===== src/rtl/nexys_multibot_if.sv =====
// KCPSM6 port-space bridge for NUM_BOTS BotSim instances: board I/O, bot select,
// per-bot motor control, coherent status snapshots and a maskable W1C interrupt.
module nexys_multibot_if #(
  parameter int NUM_BOTS      = 2,
  parameter int BSEL_W        = 3,
  parameter int LED_HI_MIRROR = 1
) (
  input  logic                  clk,
  input  logic                  reset,
  input  logic [7:0]            port_id,
  input  logic [7:0]            out_port,
  output logic [7:0]            in_port,
  input  logic                  write_strobe,
  input  logic                  k_write_strobe,
  input  logic                  read_strobe,
  output logic                  interrupt,
  input  logic                  interrupt_ack,
  input  logic [5:0]            db_btns,
  input  logic [15:0]           db_sw,
  output logic [39:0]           dig,
  output logic [7:0]            dp,
  output logic [15:0]           led,
  output logic [8*NUM_BOTS-1:0] MotCtl,
  input  logic [8*NUM_BOTS-1:0] LocX,
  input  logic [8*NUM_BOTS-1:0] LocY,
  input  logic [8*NUM_BOTS-1:0] Sensors,
  input  logic [8*NUM_BOTS-1:0] botInfo,
  input  logic [8*NUM_BOTS-1:0] lmdist,
  input  logic [8*NUM_BOTS-1:0] rmdist,
  input  logic [NUM_BOTS-1:0]   upd_sysregs
);

  logic                         wr, bsel_ok, trig;
  logic [7:0]                   in_port_q, in_port_d;
  logic [15:0]                  led_q, led_d;
  logic [7:0][4:0]              dig_q, dig_d;
  logic [7:0]                   dp_q, dp_d;
  logic [BSEL_W-1:0]            bsel_q, bsel_d;
  logic [NUM_BOTS-1:0][7:0]     mot_q, mot_d;
  logic [NUM_BOTS-1:0][5:0][7:0] snap_q, snap_d;
  logic [NUM_BOTS-1:0]          mask_q, mask_d, status_q, status_d, w1c, bsel_hit;
  logic                         irq_q, irq_d, defer_q, defer_d;
  logic [2:0]                   dig_idx;
  logic [7:0]                   sel_mot;
  logic [5:0][7:0]              sel_snap;
  logic                         unused_ok;

  assign wr        = write_strobe | k_write_strobe;
  assign unused_ok = &{1'b0, read_strobe, db_btns[0]};
  // 0x03..0x06 -> digits 3..0, 0x13..0x16 -> digits 7..4
  assign dig_idx   = (3'd6 - port_id[2:0]) | {port_id[4], 2'b00};

  always_comb begin
    bsel_hit = '0;
    sel_mot  = '0;
    sel_snap = '0;
    for (int i = 0; i < NUM_BOTS; i++) begin
      if (int'(bsel_q) == i) begin
        bsel_hit[i] = 1'b1;
        sel_mot     = mot_q[i];
        sel_snap    = snap_q[i];
      end
    end
  end
  assign bsel_ok = |bsel_hit;

  always_comb begin
    led_d  = led_q;
    dig_d  = dig_q;
    dp_d   = dp_q;
    bsel_d = bsel_q;
    mot_d  = mot_q;
    mask_d = mask_q;
    w1c    = '0;
    if (wr) begin
      case (port_id)
        8'h02: led_d[7:0] = out_port;
        8'h12: if (LED_HI_MIRROR == 0) led_d[15:8] = out_port;
        8'h03, 8'h04, 8'h05, 8'h06,
        8'h13, 8'h14, 8'h15, 8'h16: dig_d[dig_idx] = out_port[4:0];
        8'h07: dp_d[3:0] = out_port[3:0];
        8'h17: dp_d[7:4] = out_port[3:0];
        8'h08: bsel_d = out_port[BSEL_W-1:0];
        8'h09: if (bsel_ok) begin
          for (int i = 0; i < NUM_BOTS; i++)
            if (bsel_hit[i]) mot_d[i] = out_port;
          if (LED_HI_MIRROR != 0) led_d[15:8] = out_port;
        end
        8'h18: w1c = out_port[NUM_BOTS-1:0];
        8'h19: mask_d = out_port[NUM_BOTS-1:0];
        default: ;
      endcase
    end
    // a same-cycle update beats the W1C
    status_d = (status_q & ~w1c) | upd_sysregs;
    snap_d   = snap_q;
    for (int i = 0; i < NUM_BOTS; i++)
      if (upd_sysregs[i])
        snap_d[i] = {rmdist[8*i +: 8], lmdist[8*i +: 8], Sensors[8*i +: 8],
                     botInfo[8*i +: 8], LocY[8*i +: 8], LocX[8*i +: 8]};
  end

  always_comb begin
    trig = (|(upd_sysregs & mask_q)) | defer_q |
           (wr && port_id == 8'h19 && (|(out_port[NUM_BOTS-1:0] & ~mask_q & status_q)));
    irq_d   = irq_q;
    defer_d = 1'b0;
    if (interrupt_ack) begin
      irq_d   = 1'b0;
      defer_d = trig;
    end else if (trig) begin
      irq_d = 1'b1;
    end
  end

  always_comb begin
    in_port_d = 8'h00;
    case (port_id)
      8'h00, 8'h10: in_port_d = {3'b000, db_btns[5:1]};
      8'h01: in_port_d = db_sw[7:0];
      8'h11: in_port_d = db_sw[15:8];
      8'h08: in_port_d = 8'(bsel_q);
      8'h09: in_port_d = sel_mot;
      8'h0A: in_port_d = sel_snap[0];
      8'h0B: in_port_d = sel_snap[1];
      8'h0C: in_port_d = sel_snap[2];
      8'h0D: in_port_d = sel_snap[3];
      8'h0E: in_port_d = sel_snap[4];
      8'h0F: in_port_d = sel_snap[5];
      8'h18: in_port_d = 8'(status_q);
      8'h19: in_port_d = 8'(mask_q);
      default: in_port_d = 8'h00;
    endcase
  end

  always_ff @(posedge clk or posedge reset) begin
    if (reset) begin
      in_port_q <= '0;
      led_q     <= '0;
      dig_q     <= '0;
      dp_q      <= '0;
      bsel_q    <= '0;
      mot_q     <= '0;
      snap_q    <= '0;
      mask_q    <= '0;
      status_q  <= '0;
      irq_q     <= 1'b0;
      defer_q   <= 1'b0;
    end else begin
      in_port_q <= in_port_d;
      led_q     <= led_d;
      dig_q     <= dig_d;
      dp_q      <= dp_d;
      bsel_q    <= bsel_d;
      mot_q     <= mot_d;
      snap_q    <= snap_d;
      mask_q    <= mask_d;
      status_q  <= status_d;
      irq_q     <= irq_d;
      defer_q   <= defer_d;
    end
  end

  assign in_port   = in_port_q;
  assign led       = led_q;
  assign dig       = dig_q;
  assign dp        = dp_q;
  assign MotCtl    = mot_q;
  assign interrupt = irq_q;

endmodule


===== config.mk =====
export PLATFORM = sky130hd
export DESIGN_NAME = nexys_multibot_if
export DESIGN_NICKNAME = d
export VERILOG_FILES = /design/src/rtl/nexys_multibot_if.sv
export SDC_FILE = /design/constraint.sdc
export NUM_CORES = 1
export LEC_CHECK = 0
export ABC_AREA = 0
export BUFFER_PORTS_ARGS = -buffer_cell sky130_fd_sc_hd__buf_2
export CAP_MARGIN = 20
export CORE_UTILIZATION = 53
export DETAILED_ROUTE_END_ITERATION = 12
export GPL_TIMING_DRIVEN = 1
export PLACE_DENSITY_LB_ADDON = 0.3
export SKIP_LAST_GASP = 1
export SLEW_MARGIN = 40
export SYNTH_ARGS = -nofsm -noshare
export SYNTH_HDL_FRONTEND = slang
export SYNTH_SLANG_ARGS = --single-unit

===== constraint.sdc =====
create_clock -name clk -period 8.95 [get_ports clk]
set_input_delay 1.79 -clock clk [delete_from_list [all_inputs] [get_ports clk]]
set_output_delay 1.79 -clock clk [all_outputs]
set_load 0.01 [all_outputs]

## Yosys cells after proc, flatten, opt, wreduce, memory -nomap -nowiden

Cells that the tools add are included.

| storage, ports and cells | value |
|---|---|
| output and inout port bits | 89 |
| bits in registers | 193 |
| bits of input ports | 142 |

| operators by class | value |
|---|---|
| reduce and logical (&&, ||, !) cells | 20 |
| equal/unequal tests | 25 |
| bitwise logic cells | 11 |
| magnitude comparators | 2 |
| muxes and demuxes | 15 |
| add/subtract/negate cells | 1 |

Operator list:

| kind | number |
|---|---|
| one-hot mux 8 bit (13 select lines) | 1 |
| two-way mux 48 bit | 2 |
| == test 8 x 5 -> 1 bit (second input constant) | 9 |
| == test 8 x 4 -> 1 bit (second input constant) | 8 |
| bitwise mux 40 bit | 1 |
| == test 8 x 3 -> 1 bit (second input constant) | 4 |
| == test 8 x 2 -> 1 bit (second input constant) | 2 |
| two-way mux 8 bit | 2 |
| demux 5 bit (select 3 bit) | 1 |
| AND reduction 2 bit | 6 |
| bitwise AND 2 bit | 4 |
| == test 8 x 1 -> 1 bit (second input constant) | 1 |
| logical NOT 8 bit | 1 |
| AND reduction 4 bit | 2 |
| OR reduction 2 bit | 4 |
| OR reduction 8 bit | 1 |
| two-way mux 1 bit | 5 |
| two-way mux 5 bit | 1 |
| less-than comparator 3 x 4 -> 1 bit (second input constant) | 1 |
| two-way mux 2 bit | 2 |
| inverter 2 bit | 2 |
| == test 3 x 2 -> 1 bit (second input constant) | 1 |
| >= comparator 3 x 1 -> 1 bit (second input constant) | 1 |
| logical AND 1 bit | 3 |
| other kinds (7) | 9 |

## Logic depth before layout (Yosys ltp)

Gate-level depths: netlist of the first run.

| depth | value |
|---|---|
| depth in word-level cells | 8 |
| gate-level depth with buffers | 8 |

## Worst setup path after synthesis of the first run

OpenSTA, ideal clock, no wires.

| path | value |
|---|---|
| path type | input -> register |
| from | in port_id[1] |
| to | reg mot_q (netlist bit MotCtl[2]) |
| stages | 6 |
| data arrival time | 3.390 ns |
| setup time | 0.125 ns |
| buffers on the path | 0 |
| slack | 5.435 ns |
| path through | inv_1 -> ha_1 -> nor3b_1 -> nand3_4 -> nor2_8 -> mux2_2 |

| between the ends | value |
|---|---|
| word-level cells in the longest chain between the ends | 2 |

RTL lines:

| item | line | source |
|---|---|---|
| from (decl) | 10 | `input logic [7:0] port_id,` |
| == test 8 x 4 -> 1 bit | 76 | `case (port_id)` |
| AND reduction 4 bit (no source line) | n/a |  |
| to (signal assigned) | 155 | `mot_q <= mot_d;` |
| to (decl) | 39 | `logic [NUM_BOTS-1:0][7:0] mot_q, mot_d;` |

No other way between the ends.
A chain may end at the register's enable or synchronous reset.

## Final worst setup path of the first run

| path | value |
|---|---|
| from | in port_id[0] |
| to | reg dig_q (netlist bit dig[39]) |

| between the ends | value |
|---|---|
| word-level cells in the longest chain between the ends | 7 |
| elaborated cells between the ends (all ways) | 18 |
| those cells by class | add/sub (1); order compare (2); eq/ne (8); mux (3); bitwise (1); reduce/logical (3) |

RTL lines:

| item | line | source |
|---|---|---|
| subtractor 3 bit | 51 | `assign dig_idx = (3'd6 - port_id[2:0]) \| {port_id[4], 2'b00};` |
| OR 3 bit | 51 |  |
| less-than comparator 3 x 4 -> 1 bit (implied by the code) / >= comparator 3 x 1 -> 1 bit (equally long branches) | 80 | `8'h13, 8'h14, 8'h15, 8'h16: dig_d[dig_idx] = out_port[4:0];` |
| logical AND 1 bit (implied by the code) | 80 |  |
| two-way mux 5 bit (implied by the code) | 80 |  |
| demux 5 bit (select 3 bit) | 80 |  |
| bitwise mux 40 bit | 80 |  |
| to (signal assigned) | 152 | `dig_q <= dig_d;` |
| to (decl) | 36 | `logic [7:0][4:0] dig_q, dig_d;` |

Several ways; a longest one is shown, not always the timed one.

==> results of run 1 <==
==> layout by cell type (no fill, tap or decap), types with 6 or more instances in the layout <==
cell type,instances
buf_2,226
dfrtp_1,192
mux2_2,187
mux2i_1,56
clkbuf_16,17
o22ai_1,16
nor2_1,14
nand2_1,13
nand3_1,9
a22o_1,6
==> power groups by stage <==
stage               registers, W  clock network [W]  logic [W]
finish                  0.000984           0.000726   0.000265
global route            0.000992           0.000775   0.000287
CTS                     0.000983           0.000742   0.000268
detailed placement      0.000999                  0   0.000267
global placement         0.00100                  0   0.000249
floorplan                0.00100                  0   0.000152
==> cell families after synthesis <==
| family | Yosys count | share of synthesized area [%] |
|---|---|---|
| compound gates | 59 | 4.93 |
| xor+xnor | 1 | 0.101 |
| fa+ha+maj | 4 | 0.579 |
| buf+inv | 45 | 2.08 |
| flops | 193 | 55.8 |
| mux | 243 | 30.8 |
| simple gates | 74 | 5.63 |
==> stage by stage <==
| stage | setup WS, ps | instance area (µm²) |
|---|---|---|
| final | 5160 | 10600 |
| after floorplan | 1900 | 8650 |
| after detailed placement | 4700 | 9970 |
| after global placement | 4810 | 9920 |
| after CTS | 5150 | 10500 |
| after global routing | 5070 | 10600 |
==> worst max-delay path by stage <==
stage          startpoint         to  slack (ps)  cells after the start
2_1_floorplan       reset  MotCtl[0]        1900                      1
6_report       port_id[0]    dig[39]        5160                      8
3_5_place_dp   port_id[0]  MotCtl[6]        4700                      6
3_3_place_gp   port_id[0]  MotCtl[4]        4810                      6
5_1_grt        port_id[0]    dig[37]        5070                      8
4_1_cts        port_id[0]  MotCtl[4]        5150                      6
==> flip-flops by register name, indices dropped and copies added, names as in the netlist <==
name / count
snap_q: 96
dig: 40
MotCtl: 16
led: 16
dp: 8
in_port: 8
bsel_q: 3
mask_q: 2
status_q: 2
defer_q: 1
interrupt: 1
==> per-layer routing <==
layer	up-vias	track usage, %	routed length [µm]
met5	-	0	10
met3	31	7.22	1580
li1	2715	-	-
met2	209	46.0	11000
met1	3006	34.4	8990
met4	2	8.89	403
==> area by class of cell <==
cell class | instances | area share, %
Multi-Input combinational cell | 381 | 34.5
Timing Repair Buffer | 231 | 11.3
Antenna cell | 1 | 0.0237
Inverter | 6 | 0.332
Clock inverter | 15 | 1.36
Tap cell | 216 | 2.56
Clock buffer | 17 | 4.03
Sequential cell | 193 | 45.8
==> impl_metrics.toml, run 1 <==
[clock_network]
htreeDepth = 4
cts_setup_buffers = 0
clk_latency_ps = 440
clk_pin_slew_worst_paths_ps = 70
clock-sinks = 193
cts_hold_buf = 0
clockBufferDepth = 2
cts_tree = "yes"
cts-root-buf = "clkbuf_16"
cts_resized = 0
cts_made_buffers = 17

[floorplanning]
std_cell_rows = 46
die_w_um = 130
fp.dieH_um = 130
io_pins = 231
start_util_pct = 54.4
placeableCoreArea_um2 = 15900
design.die.area_um2 = 16800

[placement]
dp_hpwl_um = 15800
place_inst = 1027
port_buffers = 228
place_congestion = 0.772

[pwr]
leakage_nw = 5.11
clockPowerShare_pct = 36.8
power.total_w = 0.00197
ir_worst_vdd_mv = 0.145
switching_share_pct = 26.9
cellPowerDensity_nw_per_um2 = 187
combPwrFrac_pct = 13.4
internal-power_w = 0.00144
p_switching_w = 0.000531
p_seq_share_pct = 49.8

[yosys]
synthTopCellsByArea = "dfrtp_1 56%, mux2_2 24%, mux2i_1 6.5%"
ys_seq_elements = 193
yosys-top-cells-count = "193 x dfrtp_1, 187 x mux2_2, 56 x mux2i_1"
synth_edf_count = 0
synth_area_um2 = 8650
ys_types = 49
synth_top_cell_area_share_pct = 55.8
yosysTopAreaCell = "dfrtp_1"
syn_nets = 765
syn_avg_cell_area_um2 = 14.0
yosys.cell_count.top_type = "dfrtp_1"
synthArstFlopShare_pct = 100
synth_warnings = 0
synthFlopType = "dfrtp_1"
ys_seq_area_share_pct = 55.8
synth_cells = 619

[global_routing]
grt_max_degree = 114
grt_usage_pct = 27.3
grt_overflow = 0
antenna_found_initial = 2
grt_pass1_vias = 6298
grt_pass1_wl_um = 34000

[sta]
finalCritPeriodShare_pct = 42.4
fin_hold_ws_ps = 504
finClkSkew_ps = 11.4
hold_violations = 0
min_period_ps = 3790
setup_viol = 0
worst_pin_slew_ps = 726
rsz0062_at_grt = "false"
fmax_mhz = 264
setup_tns_ps = 0
slew_headroom_pct = 51.6
finalMaxSlewViolations = 0

[worst_setup_path]
reg2reg_slack_ps = 6920
timing.rr.start = "bsel_q[0]"
critPathTopFamily = "simple AND/OR/NAND/NOR gates"
path_cells = "buf_2 -> inv_1 -> ha_1 -> nor3_1 -> a21oi_1 -> nor2b_1 -> nor3b_4 -> mux2_2"
slowest_delay_ps = 530
r2r_cells = 5
arrival_ps = 4110
worstSetupPathType = "primary input to flip-flop"
critPathLaunchType = "primary input"
path_max_fanout = 15
crit_slowest_cell = "ha_1"
critPathBufInv = 2
r2r_end = "in_port[1]"
crit_path_end_kind = "flip-flop"
crit_required_ps = 9270

[min_path]
min_from = "led[14]"
hold_end = "led[14]"
min_path_type = "flip-flop to flip-flop"
holdPathStages = 1

[detailed_routing]
drc = 0
drt.antenna.violating_nets = 0
drt-total-wl_um = 22000
vias = 5963
via_per_inst = 5.63
wl_per_cell_um = 20.8
drt_iter0_drc = 280
first_pass_iters = 4

[cells_and_area]
fillers = 1234
syn_to_final_growth_pct = 22.0
drive_above_1_share_pct = 55.0
fin_util_pct = 66.4
regArea_um2 = 4830
fin_cells = 1060
multiInputGateArea_um2 = 3640
final_nets = 976

[outcome]
status = "complete, no violations"

[run]
maxCapViolations = 0
No activity file was read; power rests on OpenSTA's default activity.
==> run 2: changes to the inputs <==
- clock period: 8.95 -> 4 ns (I/O delays scaled with it)
==> impl_metrics.toml, run 2 (same netlist as run 1, synthesis figures left out) <==
[outcome]
status = "complete, no violations"

[worst_setup_path]
crit_slowest_cell = "ha_1"
crit_required_ps = 4300
r2r_cells = 5
worstSetupPathType = "primary input to flip-flop"
crit_path_end_kind = "flip-flop"
critPathLaunchType = "primary input"
path_cells = "buf_2 -> inv_1 -> ha_1 -> nor3_1 -> a21oi_1 -> nor2b_1 -> nor3b_4 -> mux2_2"
arrival_ps = 3080
slowest_delay_ps = 520
path_max_fanout = 15
timing.rr.start = "bsel_q[0]"
reg2reg_slack_ps = 1810
r2r_end = "in_port[7]"

[pwr]
p_seq_share_pct = 48.9
cellPowerDensity_nw_per_um2 = 425
switching_share_pct = 25.8
ir_worst_vdd_mv = 0.282
internal-power_w = 0.00335
leakage_nw = 5.12
clockPowerShare_pct = 37.9
p_switching_w = 0.00116
combPwrFrac_pct = 13.1

[cells_and_area]
fin_util_pct = 66.7
drive_above_1_share_pct = 55.0
final_nets = 978
largest-register = "snap_q"
syn_to_final_growth_pct = 22.5
final_cell_mix = "227 x buf_2, 192 x dfrtp_1, 187 x mux2_2"
fillers = 1223
multiInputGateArea_um2 = 3640
largest_reg_flops = 96
layout_commonest_cell = "buf_2"
regArea_um2 = 4830
fin_cells = 1062

[detailed_routing]
drt-total-wl_um = 21800
first_pass_iters = 5
via_per_inst = 5.69
vias = 6040
drt.antenna.violating_nets = 0
wl_per_cell_um = 20.5
drt_iter0_drc = 315
drc = 0

[clock_network]
clockBufferDepth = 2
cts-root-buf = "clkbuf_16"
cts_resized = 0
clock-sinks = 193
cts_made_buffers = 17
clk_pin_slew_worst_paths_ps = 70
cts_tree = "yes"
cts_setup_buffers = 0
clk_latency_ps = 420
htreeDepth = 4
cts_hold_buf = 0

[sta]
fmax_mhz = 360
setup_viol = 0
finalMaxSlewViolations = 0
slew_headroom_pct = 53.8
worst_pin_slew_ps = 693
min_period_ps = 2780
hold_violations = 0
finalCritPeriodShare_pct = 69.5
rsz0062_at_grt = "false"
setup_tns_ps = 0
fin_hold_ws_ps = 490
finClkSkew_ps = 9.09

[floorplanning]
std_cell_rows = 46
die_w_um = 130
fp.dieH_um = 130
io_pins = 231
start_util_pct = 54.4
design.die.area_um2 = 16800
placeableCoreArea_um2 = 15900

[run]
maxCapViolations = 0

[global_routing]
grt_max_degree = 106
grt_overflow = 0
antenna_found_initial = 1
grt_usage_pct = 26.8
grt_pass1_wl_um = 33400
grt_pass1_vias = 6205

[placement]
place_congestion = 0.794
port_buffers = 228
place_inst = 1029
dp_hpwl_um = 15800

[min_path]
min_path_type = "primary input to async pin"
==> run 2: worst max-delay path by stage <==
stage | slack [ps] | end | depth (start not counted) | start
floorplan | 710 | MotCtl[0] | 1 | reset
global placement | 920 | dig[39] | 8 | port_id[0]
detailed placement | 790 | dig[35] | 8 | port_id[0]
CTS | 1230 | dig[38] | 8 | port_id[0]
global route | 1020 | dig[38] | 8 | port_id[0]
finish | 1220 | dig[36] | 8 | port_id[0]
==> run 2: worst max-delay path: cells and delay by family <==
kind | cells | cell delay [ps]
simple gates | 3 | 840
compound gates | 1 | 300
buf+inv | 2 | 250
mux | 1 | 370
fa+ha+maj | 1 | 520
==> run 2: per-stage QoR <==
| step | total power (W) | area (µm²) | setup slack [ps] |
|---|---|---|---|
| after global routing | 0.00468 | 10600 | 1020 |
| after detailed placement | 0.00284 | 9990 | 786 |
| after CTS | 0.00455 | 10600 | 1230 |
| after floorplan | 0.00258 | 8650 | 710 |
| after global placement | 0.00280 | 9940 | 923 |
| final | 0.00451 | 10600 | 1220 |
==> run 2: metal layers <==
layer,global-route usage [%],up-vias,wire length [µm]
met5,0,-,0
met4,9.64,0,449
met3,5.70,31,1470
met2,44.6,254,10800
met1,35.0,3053,9070
li1,-,2702,-
==> run 2: cell type report <==
cell class | count | share of cell area [%]
repair buffers | 233 | 11.6
multi-input cells | 381 | 34.3
clock inverters | 15 | 1.64
inverters | 6 | 0.248
well taps | 216 | 2.55
flip-flops and latches | 193 | 45.6
clock buffers | 17 | 4.01
diodes | 1 | 0.0236
==> run 2: power groups by stage <==
stage | Combinational (W) | Clock (W) | Sequential, W
floorplan | 0.000341 | 0 | 0.00224
global placement | 0.000559 | 0 | 0.00224
detailed placement | 0.000595 | 0 | 0.00224
CTS | 0.000598 | 0.00174 | 0.00220
global route | 0.000641 | 0.00182 | 0.00222
finish | 0.000592 | 0.00171 | 0.00221
==> run 3: changes to the inputs <==
- ABC_AREA: 0 -> 1
- clock period: 4 -> 2.65 ns (I/O delays scaled with it)
==> impl_metrics.toml, run 3 <==
[outcome]
status = "complete, no violations"

[pwr]
ir_worst_vdd_mv = 0.461
power.total_w = 0.00687
cellPowerDensity_nw_per_um2 = 637
leakage_nw = 6.02

[floorplanning]
die_w_um = 131
placeableCoreArea_um2 = 16000
fp.dieH_um = 131
io_pins = 231
start_util_pct = 54.9
design.die.area_um2 = 17100
std_cell_rows = 46

[worst_setup_path]
path_max_fanout = 11
arrival_ps = 2410
worstSetupPathType = "flip-flop to flip-flop"
r2r_cells = 8
crit_path_end_kind = "flip-flop"
crit_required_ps = 3020
critPathLaunchType = "flip-flop"

[clock_network]
clk_pin_slew_worst_paths_ps = 70
cts_setup_buffers = 0
cts-root-buf = "clkbuf_16"
cts_tree = "yes"
clk_latency_ps = 440
cts_resized = 0
clock-sinks = 193
cts_made_buffers = 17
htreeDepth = 4
cts_hold_buf = 0
clockBufferDepth = 2

[yosys]
yosys.cell_count.top_type = "nand2_1"
synth_area_um2 = 8780
synth_cells = 1120
syn_avg_cell_area_um2 = 7.84
synthTopCellsByArea = "dfrtp_1 55%, nand2_1 19%, o21ai_0 9.6%"
ys_types = 26
syn_nets = 1266
ys_seq_elements = 193
synthArstFlopShare_pct = 100
synth_top_cell_area_share_pct = 55.0
synth_warnings = 0
yosysTopAreaCell = "dfrtp_1"
yosys-top-cells-count = "447 x nand2_1, 193 x dfrtp_1, 168 x o21ai_0"
synth_edf_count = 0
ys_seq_area_share_pct = 55.0
synthFlopType = "dfrtp_1"

[global_routing]
grt_pass1_wl_um = 38200
grt_usage_pct = 29.9
grt_overflow = 0
antenna_found_initial = 3
grt_pass1_vias = 7739
grt_max_degree = 118

[placement]
dp_hpwl_um = 17000
place_ws_ps = 209
place_area_um2 = 10200
port_buffers = 228
place_inst = 1539
place_congestion = 0.880

[detailed_routing]
drt-total-wl_um = 24600
drt.antenna.violating_nets = 0
vias = 8035
via_per_inst = 5.11
wl_per_cell_um = 15.6
first_pass_iters = 5
drc = 0
drt_iter0_drc = 715

[sta]
hold_violations = 0
finalCritPeriodShare_pct = 77.0
min_period_ps = 2040
worst_pin_slew_ps = 812
slew_headroom_pct = 45.7
finClkSkew_ps = 6.62
finalMaxSlewViolations = 0
setup_viol = 0
rsz0062_at_grt = "false"
fmax_mhz = 490
fin_ws_ps = 611

[cells_and_area]
final_nets = 1488
drive_above_1_share_pct = 22.0
largest_reg_flops = 96
fin_cells = 1573
layout_commonest_cell = "nand2_1"
final_cell_mix = "447 x nand2_1, 228 x buf_2, 193 x dfrtp_1"
design_area_um2 = 10800
syn_to_final_growth_pct = 22.8
largest-register = "snap_q"
fin_util_pct = 67.4

[min_path]
min_path_type = "primary input to async pin"

[run]
maxCapViolations = 0
==> run 3: cell count changes in the layout (fill, tap and decap cells not counted), sizes merged, moves of 12 or more <==
| cell | delta |
|---|---|
| nand2 | +446 |
| mux2 | -187 |
| o21ai | +163 |
| inv | +109 |
| mux2i | -56 |
| nor2 | +53 |
| nand3 | +26 |
| buf | +12 |
==> run 3: per-layer routing <==
metal | up-vias | track usage [%] | part of all wire (%)
li1 | 3941 | - | -
met1 | 3736 | 38.0 | 42
met2 | 324 | 49.5 | 48
met3 | 32 | 8.31 | 8.9
met4 | 2 | 9.40 | 1.6
met5 | - | 0 | 0.037
==> run 3: logic make-up after synthesis <==
kind of cell    count (synthesis)  synth area share, %
compound gates                191                 11.2
fa+ha+maj                       4                0.570
buf+inv                       157                 7.11
flops                         193                 55.0
simple gates                  575                 26.1
==> run 3: metrics by stage <==
stage	hold WS (ps)	setup TNS (ps)
after floorplan	442	-71490
after global placement	455	0
after detailed placement	459	0
after CTS	242	0
after global routing	275	0
final	223	0
==> run 3: final timing paths <==
path / startpoint / end / slack [ps]
min in group clk: rmdist[5] / snap_q[45] / 290
hold / removal: reset / dig[2] / 220
setup reg to reg: bsel_q[0] / in_port[5] / 610
max in group asynchronous: reset / MotCtl[4] / 1840
setup / recovery: bsel_q[0] / in_port[5] / 610
hold reg to reg: snap_q[38] / snap_q[38] / 470
==> run 3: final cells by class <==
type                            instances  area (µm²)
Antenna cell                            2        5.00
Fill cell                            1371        5220
Multi-Input combinational cell        770        3330
Tap cell                              216         270
Inverter                              115         435
Sequential cell                       193        4830
Clock buffer                           19         443
Clock inverter                         13         175
Timing Repair Buffer                  245        1290
==> run 3: critical path: stages, from the launching register on <==
cell and delay [ps]:
dfrtp_1 430, inv_1 250, nor2_1 680, nand2_1 100, nand2_1 120, nand2_1 120
nand2_1 150, a21oi_1 50, nand3_1 70
==> run 3: power by group <==
part / total [W] / internal [W] / leakage, nW / switching, W
Combinational: 0.000880 / 0.000315 / 3.24 / 0.000565
Sequential: 0.00327 / 0.00317 / 2.49 / 0.000107
Clock: 0.00272 / 0.00153 / 0.295 / 0.00118
Total: 0.00687 / 0.00502 / 6.02 / 0.00185
